==> src/rtl/ppi_pkg.sv <==
// ============================================================================
//  Module   : ppi_pkg
//  Purpose  : Shared constants for the 8255-style PPI bus-control slice.
//  Revision : 1.0  initial release
// ============================================================================
`default_nettype none

package ppi_pkg;

  localparam logic [1:0] ADDR_PA   = 2'd0;
  localparam logic [1:0] ADDR_PB   = 2'd1;
  localparam logic [1:0] ADDR_PC   = 2'd2;
  localparam logic [1:0] ADDR_CTRL = 2'd3;

  localparam int CW_FLAG = 7;
  localparam int CW_PA   = 4;
  localparam int CW_PCU  = 3;
  localparam int CW_PB   = 1;
  localparam int CW_PCL  = 0;

  localparam logic [7:0] CTRL_RST_DEF  = 8'h9B;
  localparam logic [7:0] READ_CTRL_VAL = 8'hFF;

endpackage

`default_nettype wire

==> src/rtl/ppi_bus_control_sync.sv <==
// ============================================================================
//  Module   : ppi_strobe_sync
//  Purpose  : Optional input synchronizer (PPI_BUS_SYNC_EN), access
//             qualification and registered write falling-edge detect.
//  Revision : 1.0  initial release
// ============================================================================
`default_nettype none

module ppi_strobe_sync #(
  parameter int DW = 8
) (
  input  logic          clk,
  input  logic          reset,
  input  logic          cs_n,
  input  logic          rd_n,
  input  logic          wr_n,
  input  logic [1:0]    addr,
  input  logic [DW-1:0] din,
  output logic          wr_cap,
  output logic          wr_commit,
  output logic          rd_act,
  output logic [1:0]    addr_s,
  output logic [DW-1:0] din_s
);

  logic w_cs_n;
  logic w_rd_n;
  logic w_wr_n;
  logic w_wr_act;
  logic r_armed;
  logic r_wr_d;

`ifdef PPI_BUS_SYNC_EN
  logic [1:0]    r_cs_n_sync;
  logic [1:0]    r_rd_n_sync;
  logic [1:0]    r_wr_n_sync;
  logic [1:0]    r_addr_s1;
  logic [1:0]    r_addr_s2;
  logic [DW-1:0] r_din_s1;
  logic [DW-1:0] r_din_s2;

  always_ff @(posedge clk or posedge reset) begin
    if (reset) begin
      r_cs_n_sync <= 2'b11;
      r_rd_n_sync <= 2'b11;
      r_wr_n_sync <= 2'b11;
      r_addr_s1   <= '0;
      r_addr_s2   <= '0;
      r_din_s1    <= '0;
      r_din_s2    <= '0;
    end else begin
      r_cs_n_sync <= {r_cs_n_sync[0], cs_n};
      r_rd_n_sync <= {r_rd_n_sync[0], rd_n};
      r_wr_n_sync <= {r_wr_n_sync[0], wr_n};
      r_addr_s1   <= addr;
      r_addr_s2   <= r_addr_s1;
      r_din_s1    <= din;
      r_din_s2    <= r_din_s1;
    end
  end

  assign w_cs_n = r_cs_n_sync[1];
  assign w_rd_n = r_rd_n_sync[1];
  assign w_wr_n = r_wr_n_sync[1];
  assign addr_s = r_addr_s2;
  assign din_s  = r_din_s2;
`else
  assign w_cs_n = cs_n;
  assign w_rd_n = rd_n;
  assign w_wr_n = wr_n;
  assign addr_s = addr;
  assign din_s  = din;
`endif

  assign w_wr_act = ~w_cs_n & ~w_wr_n;
  assign rd_act   = ~w_cs_n & ~w_rd_n & ~w_wr_act;

  // Writes only count once an idle sample has been seen since reset, so a
  // strobe straddling reset release can never produce a commit.
  always_ff @(posedge clk or posedge reset) begin
    if (reset) begin
      r_armed <= 1'b0;
      r_wr_d  <= 1'b0;
    end else begin
      r_armed <= r_armed | ~w_wr_act;
      r_wr_d  <= w_wr_act & r_armed;
    end
  end

  assign wr_cap    = w_wr_act & r_armed;
  assign wr_commit = r_wr_d & ~w_wr_act;

endmodule

`default_nettype wire

==> src/rtl/ppi_bus_control.sv <==
// ============================================================================
//  Module   : ppi_bus_control
//  Purpose  : PPI CPU-side read/write control, control word and port latches
//             (mode 0). Optional input synchronizer: PPI_BUS_SYNC_EN.
//  Revision : 1.0  initial release
// ============================================================================
`default_nettype none

module ppi_bus_control
  import ppi_pkg::*;
#(
  parameter int            DW       = 8,
  parameter logic [DW-1:0] CTRL_RST = DW'(CTRL_RST_DEF)
) (
  input  logic          clk,
  input  logic          reset,
  input  logic          cs_n,
  input  logic          rd_n,
  input  logic          wr_n,
  input  logic [1:0]    addr,
  input  logic [DW-1:0] din,
  output logic [DW-1:0] dout,
  output logic          dout_en,
  input  logic [DW-1:0] pa_in,
  input  logic [DW-1:0] pb_in,
  input  logic [DW-1:0] pc_in,
  output logic [DW-1:0] pa_out,
  output logic [DW-1:0] pb_out,
  output logic [DW-1:0] pc_out,
  output logic          pa_mode,
  output logic          pb_mode,
  output logic          pcu_mode,
  output logic          pcl_mode,
  output logic          pa_en,
  output logic          pb_en,
  output logic          pc_en
);

  logic          w_wr_cap;
  logic          w_wr_commit;
  logic          w_rd_act;
  logic [1:0]    w_addr;
  logic [DW-1:0] w_din;
  logic [DW-1:0] w_rd_data;
  logic          w_unused_ctrl;

  logic [DW-1:0] r_ctrl;
  logic [DW-1:0] r_pa_out;
  logic [DW-1:0] r_pb_out;
  logic [DW-1:0] r_pc_out;
  logic [1:0]    r_wr_addr;
  logic [DW-1:0] r_wr_data;
  logic [DW-1:0] r_dout;
  logic          r_dout_en;
  logic          r_pa_en;
  logic          r_pb_en;
  logic          r_pc_en;

  ppi_strobe_sync #(.DW(DW)) u_strobe_sync (
    .clk       (clk),
    .reset     (reset),
    .cs_n      (cs_n),
    .rd_n      (rd_n),
    .wr_n      (wr_n),
    .addr      (addr),
    .din       (din),
    .wr_cap    (w_wr_cap),
    .wr_commit (w_wr_commit),
    .rd_act    (w_rd_act),
    .addr_s    (w_addr),
    .din_s     (w_din)
  );

  always_comb begin
    w_rd_data = DW'(READ_CTRL_VAL);
    case (w_addr)
      ADDR_PA: w_rd_data = r_ctrl[CW_PA] ? pa_in : r_pa_out;
      ADDR_PB: w_rd_data = r_ctrl[CW_PB] ? pb_in : r_pb_out;
      ADDR_PC: w_rd_data = {r_ctrl[CW_PCU] ? pc_in[DW-1:DW/2]  : r_pc_out[DW-1:DW/2],
                            r_ctrl[CW_PCL] ? pc_in[DW/2-1:0]   : r_pc_out[DW/2-1:0]};
      default: w_rd_data = DW'(READ_CTRL_VAL);
    endcase
  end

  always_ff @(posedge clk or posedge reset) begin
    if (reset) begin
      r_ctrl    <= CTRL_RST;
      r_pa_out  <= '0;
      r_pb_out  <= '0;
      r_pc_out  <= '0;
      r_wr_addr <= '0;
      r_wr_data <= '0;
      r_dout    <= '0;
      r_dout_en <= 1'b0;
      r_pa_en   <= 1'b0;
      r_pb_en   <= 1'b0;
      r_pc_en   <= 1'b0;
    end else begin
      if (w_wr_cap) begin
        r_wr_addr <= w_addr;
        r_wr_data <= w_din;
      end

      // Port latches load regardless of direction; mode set clears them all.
      if (w_wr_commit) begin
        case (r_wr_addr)
          ADDR_PA: r_pa_out <= r_wr_data;
          ADDR_PB: r_pb_out <= r_wr_data;
          ADDR_PC: r_pc_out <= r_wr_data;
          default: begin
            if (r_wr_data[CW_FLAG]) begin
              r_ctrl   <= r_wr_data;
              r_pa_out <= '0;
              r_pb_out <= '0;
              r_pc_out <= '0;
            end else begin
              r_pc_out[r_wr_data[3:1]] <= r_wr_data[0];
            end
          end
        endcase
      end

      r_dout_en <= w_rd_act;
      if (w_rd_act) begin
        r_dout <= w_rd_data;
      end

      r_pa_en <= ~r_ctrl[CW_PA] | (w_rd_act && (w_addr == ADDR_PA));
      r_pb_en <= ~r_ctrl[CW_PB] | (w_rd_act && (w_addr == ADDR_PB));
      r_pc_en <= ~r_ctrl[CW_PCU] | ~r_ctrl[CW_PCL] | (w_rd_act && (w_addr == ADDR_PC));
    end
  end

  // Mode-select bits are stored but have no effect in mode-0-only operation.
  assign w_unused_ctrl = &{1'b0, r_ctrl[CW_FLAG:CW_PA+1], r_ctrl[CW_PB+1]};

  assign dout     = r_dout;
  assign dout_en  = r_dout_en;
  assign pa_out   = r_pa_out;
  assign pb_out   = r_pb_out;
  assign pc_out   = r_pc_out;
  assign pa_mode  = r_ctrl[CW_PA];
  assign pb_mode  = r_ctrl[CW_PB];
  assign pcu_mode = r_ctrl[CW_PCU];
  assign pcl_mode = r_ctrl[CW_PCL];
  assign pa_en    = r_pa_en;
  assign pb_en    = r_pb_en;
  assign pc_en    = r_pc_en;

endmodule

`default_nettype wire
==> config.mk <==
export PLATFORM = sky130hd
export DESIGN_NAME = ppi_bus_control
export DESIGN_NICKNAME = d
export VERILOG_FILES = /design/src/rtl/ppi_pkg.sv /design/src/rtl/ppi_bus_control_sync.sv /design/src/rtl/ppi_bus_control.sv
export SDC_FILE = /design/constraint.sdc
export NUM_CORES = 1
export LEC_CHECK = 0
export CAP_MARGIN = 20
export CORE_MARGIN = 8
export CORE_UTILIZATION = 47
export DETAILED_ROUTE_END_ITERATION = 16
export HOLD_SLACK_MARGIN = 0.05
export PLACE_DENSITY_LB_ADDON = 0.08
export RECOVER_POWER = 100
export SLEW_MARGIN = 20
export SYNTH_ARGS = -nofsm -noshare
export SYNTH_HDL_FRONTEND = slang
export SYNTH_SLANG_ARGS = --single-unit
export TNS_END_PERCENT = 1
==> constraint.sdc <==
create_clock -name clk -period 2.4 [get_ports clk]
set_input_delay 0.72 -clock clk [delete_from_list [all_inputs] [get_ports clk]]
set_output_delay 0.72 -clock clk [all_outputs]
set_load 0.02 [all_outputs]
After elaboration in Yosys (flattened, before gate mapping)
Index checks and enable logic that the tools add are counted.

word-level totals
  output and inout port bits = 40
  memory bits (read-only) = 0
  bits in latches = 0
  memories kept = 0
  flip-flop bits (word level) = 53
  memory bits (writable) = 0
  input port bits = 39

operators by class
  order comparisons = 2
  div/mod/pow operators = 0
  bitwise logic cells = 22
  shift-type cells = 0
  $add $sub $neg = 0
  multiplexer cells = 13
  equal/unequal tests = 4
  multiply operators = 0
  reductions and logical operators = 16

operators by type and width
  kind                                                                number
  one-hot mux 8 bit (2 select lines)                                  3
  2-to-1 mux 8 bit                                                    4
  one-hot mux 8 bit (3 select lines)                                  1
  inverter 1 bit                                                      12
  AND reduction 3 bit                                                 3
  bitwise mux 8 bit                                                   1
  2-to-1 mux 4 bit                                                    2
  OR reduction 2 bit                                                  3
  AND 1 bit                                                           5
  OR 1 bit                                                            5
  == test 2 x 1 -> 1 bit (second input constant)                      2
  == test 2 bit (second input constant)                               2
  logical AND 1 bit                                                   4
  zero test 2 bit                                                     2
  < comparator 3 x 4 -> 1 bit (second input constant)                 1
  nonzero test 2 bit                                                  2
  demux 1 bit (select 3 bit)                                          1
  greater-or-equal comparator 3 x 1 -> 1 bit (second input constant)  1
  OR reduction 3 bit                                                  1
  AND reduction 2 bit                                                 1
  2-to-1 mux 1 bit                                                    1

Longest topological paths before layout
  word-level depth = 7
  mapped depth = 6
  gate-level depth less buffers = 5

Modules after synthesis
From an unflattened synthesis, not the netlist that was laid out.

unflattened totals
  cells, all modules = 280
  area, all modules = 2,881.5 um2

modules (own cells, without submodules)
  module           seq. area each (um2)  instances  cells an instance  area each (um2)
  ppi_bus_control  1,256.2               1          263                2,723.9
  ppi_strobe_sync  50.0                  1          17                 157.7

Worst setup path before layout
OpenSTA, ideal clock, no wires.

  kind = input -> register
  start = input cs_n
  end = register r_dout[0], in the netlist dout[0]
  stages = 4
  setup time = 0.126 ns
  path slack = 0.524 ns
  required time = 2.274 ns
  arrival = 1.750 ns
  path through = or3b_1 > clkinv_2 > nand2_1 > o32a_1

on the way
  longest elaborated chain between the ends = 4

RTL lines
  element                   RTL line                                                source
  start, declared           ppi_bus_control.sv:17                                   input logic cs_n,
  inverter 1 bit *          ppi_bus_control_sync.sv:75, ppi_bus_control_sync.sv:76
  AND 1 bit                 ppi_bus_control_sync.sv:75                              assign w_wr_act = ~w_cs_n & ~w_wr_n;
  inverter 1 bit            ppi_bus_control_sync.sv:76                              assign rd_act = ~w_cs_n & ~w_rd_n & ~w_wr_act;
  AND 1 bit *               ppi_bus_control_sync.sv:76
  via u_strobe_sync.rd_act  ppi_bus_control_sync.sv:21                              output logic rd_act,
  end signal, assigned      ppi_bus_control.sv:125                                  r_dout <= w_rd_data;
  end, declared             ppi_bus_control.sv:53                                   logic [DW-1:0] r_dout;

The timed path passes the listed nets; every way through them passes the cells marked *.
A chain may end at the register's enable or synchronous reset.

Worst setup path after layout
  start = register r_ctrl[3]
  end = output pcu_mode

RTL lines
  element                 RTL line                source
  start, declared         ppi_bus_control.sv:47   logic [DW-1:0] r_ctrl;
  start signal, assigned  ppi_bus_control.sv:112  r_ctrl <= r_wr_data;
  end, declared           ppi_bus_control.sv:32   output logic pcu_mode,

No word-level cell between the ends.

==> results.txt <==
* Buffer depth of the longest clock path: 2
- Combined global-route utilization of all metal layers: 18.8%
- Worst setup slack before clock tree synthesis: -0.0368 ns
* Highest-count cells in the layout ignoring fill and taps: dfrtp_1 (48), dlygate4sd3_1 (40), clkdlybuf4s50_1 (38)
- Measured against its own limit, the worst slew margin works out to 48.5%.
- Setup violations remaining at the end of the flow were counted as 0.
- From left edge to right edge, the die measures 91.5 um.
* Category of the most critical setup path: reg2out
- The design draws 0.00337 W.
- Fraction of layout cells with a size suffix above 1: 11.1%
* Yosys cell types: 40
* Hold WS: 0.470 ns
* Full die area: 0.00836 sq mm
- Cell Area, Synth: 0.00268 sq mm
- The first global-routing pass estimated 12700 um of wire.
- For flop-to-flop paths, the worst setup slack is 0.35 ns.
* Final design utilization: 66.1%
* Result of the run: complete, no violations
- 0 antenna diodes ended up in the layout.
- HPWL reported at the end of detailed placement: 5780 um
- Cells on worst reg2reg path: 3
- Sequence of cells on the critical path: clkdlybuf4s50_1
- At the end of routability-driven placement, the weighted congestion stood at 0.786.
- Once the clock tree was built, the setup fixing pass inserted 0 buffers.
- Entering global routing, the biggest net connects 19 pins.
- Via count of the first global-routing pass: 2345
- TritonCTS built the clock tree.
- Number of buffers inserted by hold repair at cts: 0
- Leaving out fill and tap cells, the most frequent cell in the layout is dfrtp_1.
* Post-route DRC violation count: 0
- Dominant delay contributor by cell family on the critical path: flip-flops
- The synthesized design contains 52 register bits.
- Gates resized during post-CTS repair numbered 0.
- Crit. End Element: output port
- In the synthesized netlist the dominant register cell turns out to be dfrtp_1.
- Top-level port count: 79
- On the worst path, the slowest cell contributes a delay of 0.65 ns.
- The clock period could shrink to 2.31 ns.
- For the worst setup path, the data arrival time is 1.59 ns.
- The worst hold path begins at u_strobe_sync.r_armed.
- The initial utilization of the core area, before any placement, comes to 48.6%.
- Clock-pin slew was measured on the worst setup and hold paths at 0.09 ns.
* Layout fillers: 467
* Number of routed nets with antenna violations: 0
- Hold-critical path endpoint: u_strobe_sync.r_armed
* Wire length after detailed routing: 7640 um
- The final route contains 2240 vias.
- After detailed routing, the number of vias per cell comes to 5.67.
* Number of flops mapped to enable cells by yosys: 0
* Setup slack after layout: 0.0895 ns
- Sequential cell area fraction in the yosys report: 48.8%
- The core region is 0.00551 sq mm.
- Across the run, the number of max-cap violations was 0.
* Final global-route overflow total: 0
- STA classifies the critical path startpoint as a flip-flop.
* Mean instance size in the synthesized netlist: 11.2 sq um
- The startpoint identified for the worst register-to-register timing path is r_wr_data[1].
* Post-DR wirelength/cell: 19.3 um
- Final cycle utilization of the critical path: 96.3%
- DIE HEIGHT: 91.5 um
- In this run the static leakage power is 1.49 nW.
- For the pin with the worst max-slew slack, the measured transition is 0.771 ns.
- Number of H-tree levels: 2
- Final Net Count: 365
* Insertion delay to the later sink of the worst-skew pair: 0.30 ns
- Port buffering added 78 buffers.
- Number of cell rows: 27
* Number of DRC violations after detailed-routing iteration 0: 159
- Largest fanout of any net on the critical path: 7
- Pwr per Cell Area: 925 mW/mm^2
- Bufs and invs on worst path: 1
- The tree is rooted in a clkbuf_8.
- Yosys synthesis warning count: 0
- Data on the critical path is required at its endpoint by 1.68 ns.
- Area added between synthesis and finish: 36.1%
- The slowest stage of the critical path is the dfstp_2 cell.
- Number of buffers created by CTS: 5
* Final-report hold violation count: 0
* VDD IR-drop max: 0.570 mV
- Async S/R FF share, synth: 100%
* Hold Path Cell Cnt: 1
* Kind of path behind the tightest hold check: reg2reg
* Net count of the mapped netlist: 281
* Max Clk Rate: 433 MHz
- The first detailed-routing pass took 4 iterations.
- The clock arrives with 0.00691 ns of skew.
- Synthesized netlist cell count: 238
- Clock sink count: 52
- The worst register-to-register path ends at pc_out[1].
- The number of antenna violations at the first check in global routing is 0.
- Setup repair after global routing left no endpoint under its margin.
- Fin. max-slew vios: 0
[how the worst max path moves through the flow]
stage                     slack, ns  cells after the start      start        end
after floorplan                0.43                      1      reset    dout[0]
after global placement         0.01                      5       wr_n    dout[0]
after detailed placement      -0.04                      5       wr_n    dout[6]
after CTS                      0.08                      1  r_ctrl[3]   pcu_mode
after global routing           0.04                      3      reset  pb_out[1]
final                          0.09                      1  r_ctrl[3]   pcu_mode
[area by class of cell]
cell class | count | area [sq um] | area share, %
well taps | 72 | 90.1 | 2.47
repair buffers | 95 | 887 | 24.4
clock buffers | 8 | 90.1 | 2.47
multi-input cells | 153 | 1210 | 33.3
flip-flops and latches | 52 | 1310 | 35.9
inverters | 15 | 57.6 | 1.58
[stage by stage]
| step | setup TNS [ns] | cells | cell area [sq um] |
|---|---|---|---|
| 2_1_floorplan | 0 | 238 | 2680 |
| 3_3_place_gp | 0 | 387 | 3610 |
| 5_1_grt | 0 | 395 | 3640 |
| 6_report | 0 | 395 | 3640 |
| 3_5_place_dp | -0.393 | 387 | 3610 |
| 4_1_cts | 0 | 395 | 3700 |
[worst register-to-register path, delay by kind of cell, from the launching register on]
family	cells	cell delay, ns
simple gates	1	0.39
mux	1	0.25
compound gates	1	0.66
flops	1	0.68
[power breakdown]
| part | internal [W] | total (W) | switching [W] |
|---|---|---|---|
| registers | 0.00114 | 0.00140 | 0.000253 |
| clock network | 0.000236 | 0.000505 | 0.000269 |
| logic | 0.000705 | 0.00147 | 0.000763 |
| total | 0.00208 | 0.00337 | 0.00128 |
[cell families (layout without fill, tap and decap cells)]
kind of cell    after synthesis  in the layout  synth area share [%]
simple gates                 49             49                  10.2
flops                        52             52                  48.8
buf+inv                      33            118                  5.00
mux                          48             48                  18.7
fa+ha+maj                     4              4                  1.87
compound gates               52             52                  15.4
[cells in the mapped netlist, types with 2 or more instances]
library cell  count  area, sq um
buf_2             7         35.0
or3b_2            2         17.5
o32a_1            8         80.1
nand2b_1          2         12.5
inv_1            14         52.6
nand3b_1          3         22.5
a2111oi_0         5         43.8
mux2i_1          32          320
nor2_1           11         41.3
or3_1             3         18.8
mux2_2           15          169
nand2_1          16         60.1
nor4b_1           2         17.5
o21ai_0          12         60.1
dfrtp_1          48         1200
o22ai_1          10         62.6
dfstp_2           4          105
clkbuf_1         10         37.5
ha_1              4         50.1
or3b_1            3         26.3
a22o_1            8         70.1
[flip-flops by register name, indices dropped and copies added (netlist names)]
register / flops
r_wr_addr: 2
pa_en: 1
u_strobe_sync.r_armed: 1
r_ctrl: 4
r_wr_data: 8
pc_out: 8
u_strobe_sync.r_wr_d: 1
dout_en: 1
pc_en: 1
pb_en: 1
pa_out: 8
pb_out: 8
dout: 8
[layer usage]
| metal | wire, um | up-vias | share of wire (%) | track usage [%] |
|---|---|---|---|---|
| li1 | - | 1048 | - | - |
| met1 | 3420 | 1107 | 45 | 24.9 |
| met2 | 3670 | 78 | 48 | 29.7 |
| met3 | 454 | 7 | 5.9 | 4.36 |
| met4 | 95 | 0 | 1.2 | 5.73 |
| met5 | 0 | - | 0 | 0 |
Note: power is estimated with default switching activity, not from simulation.
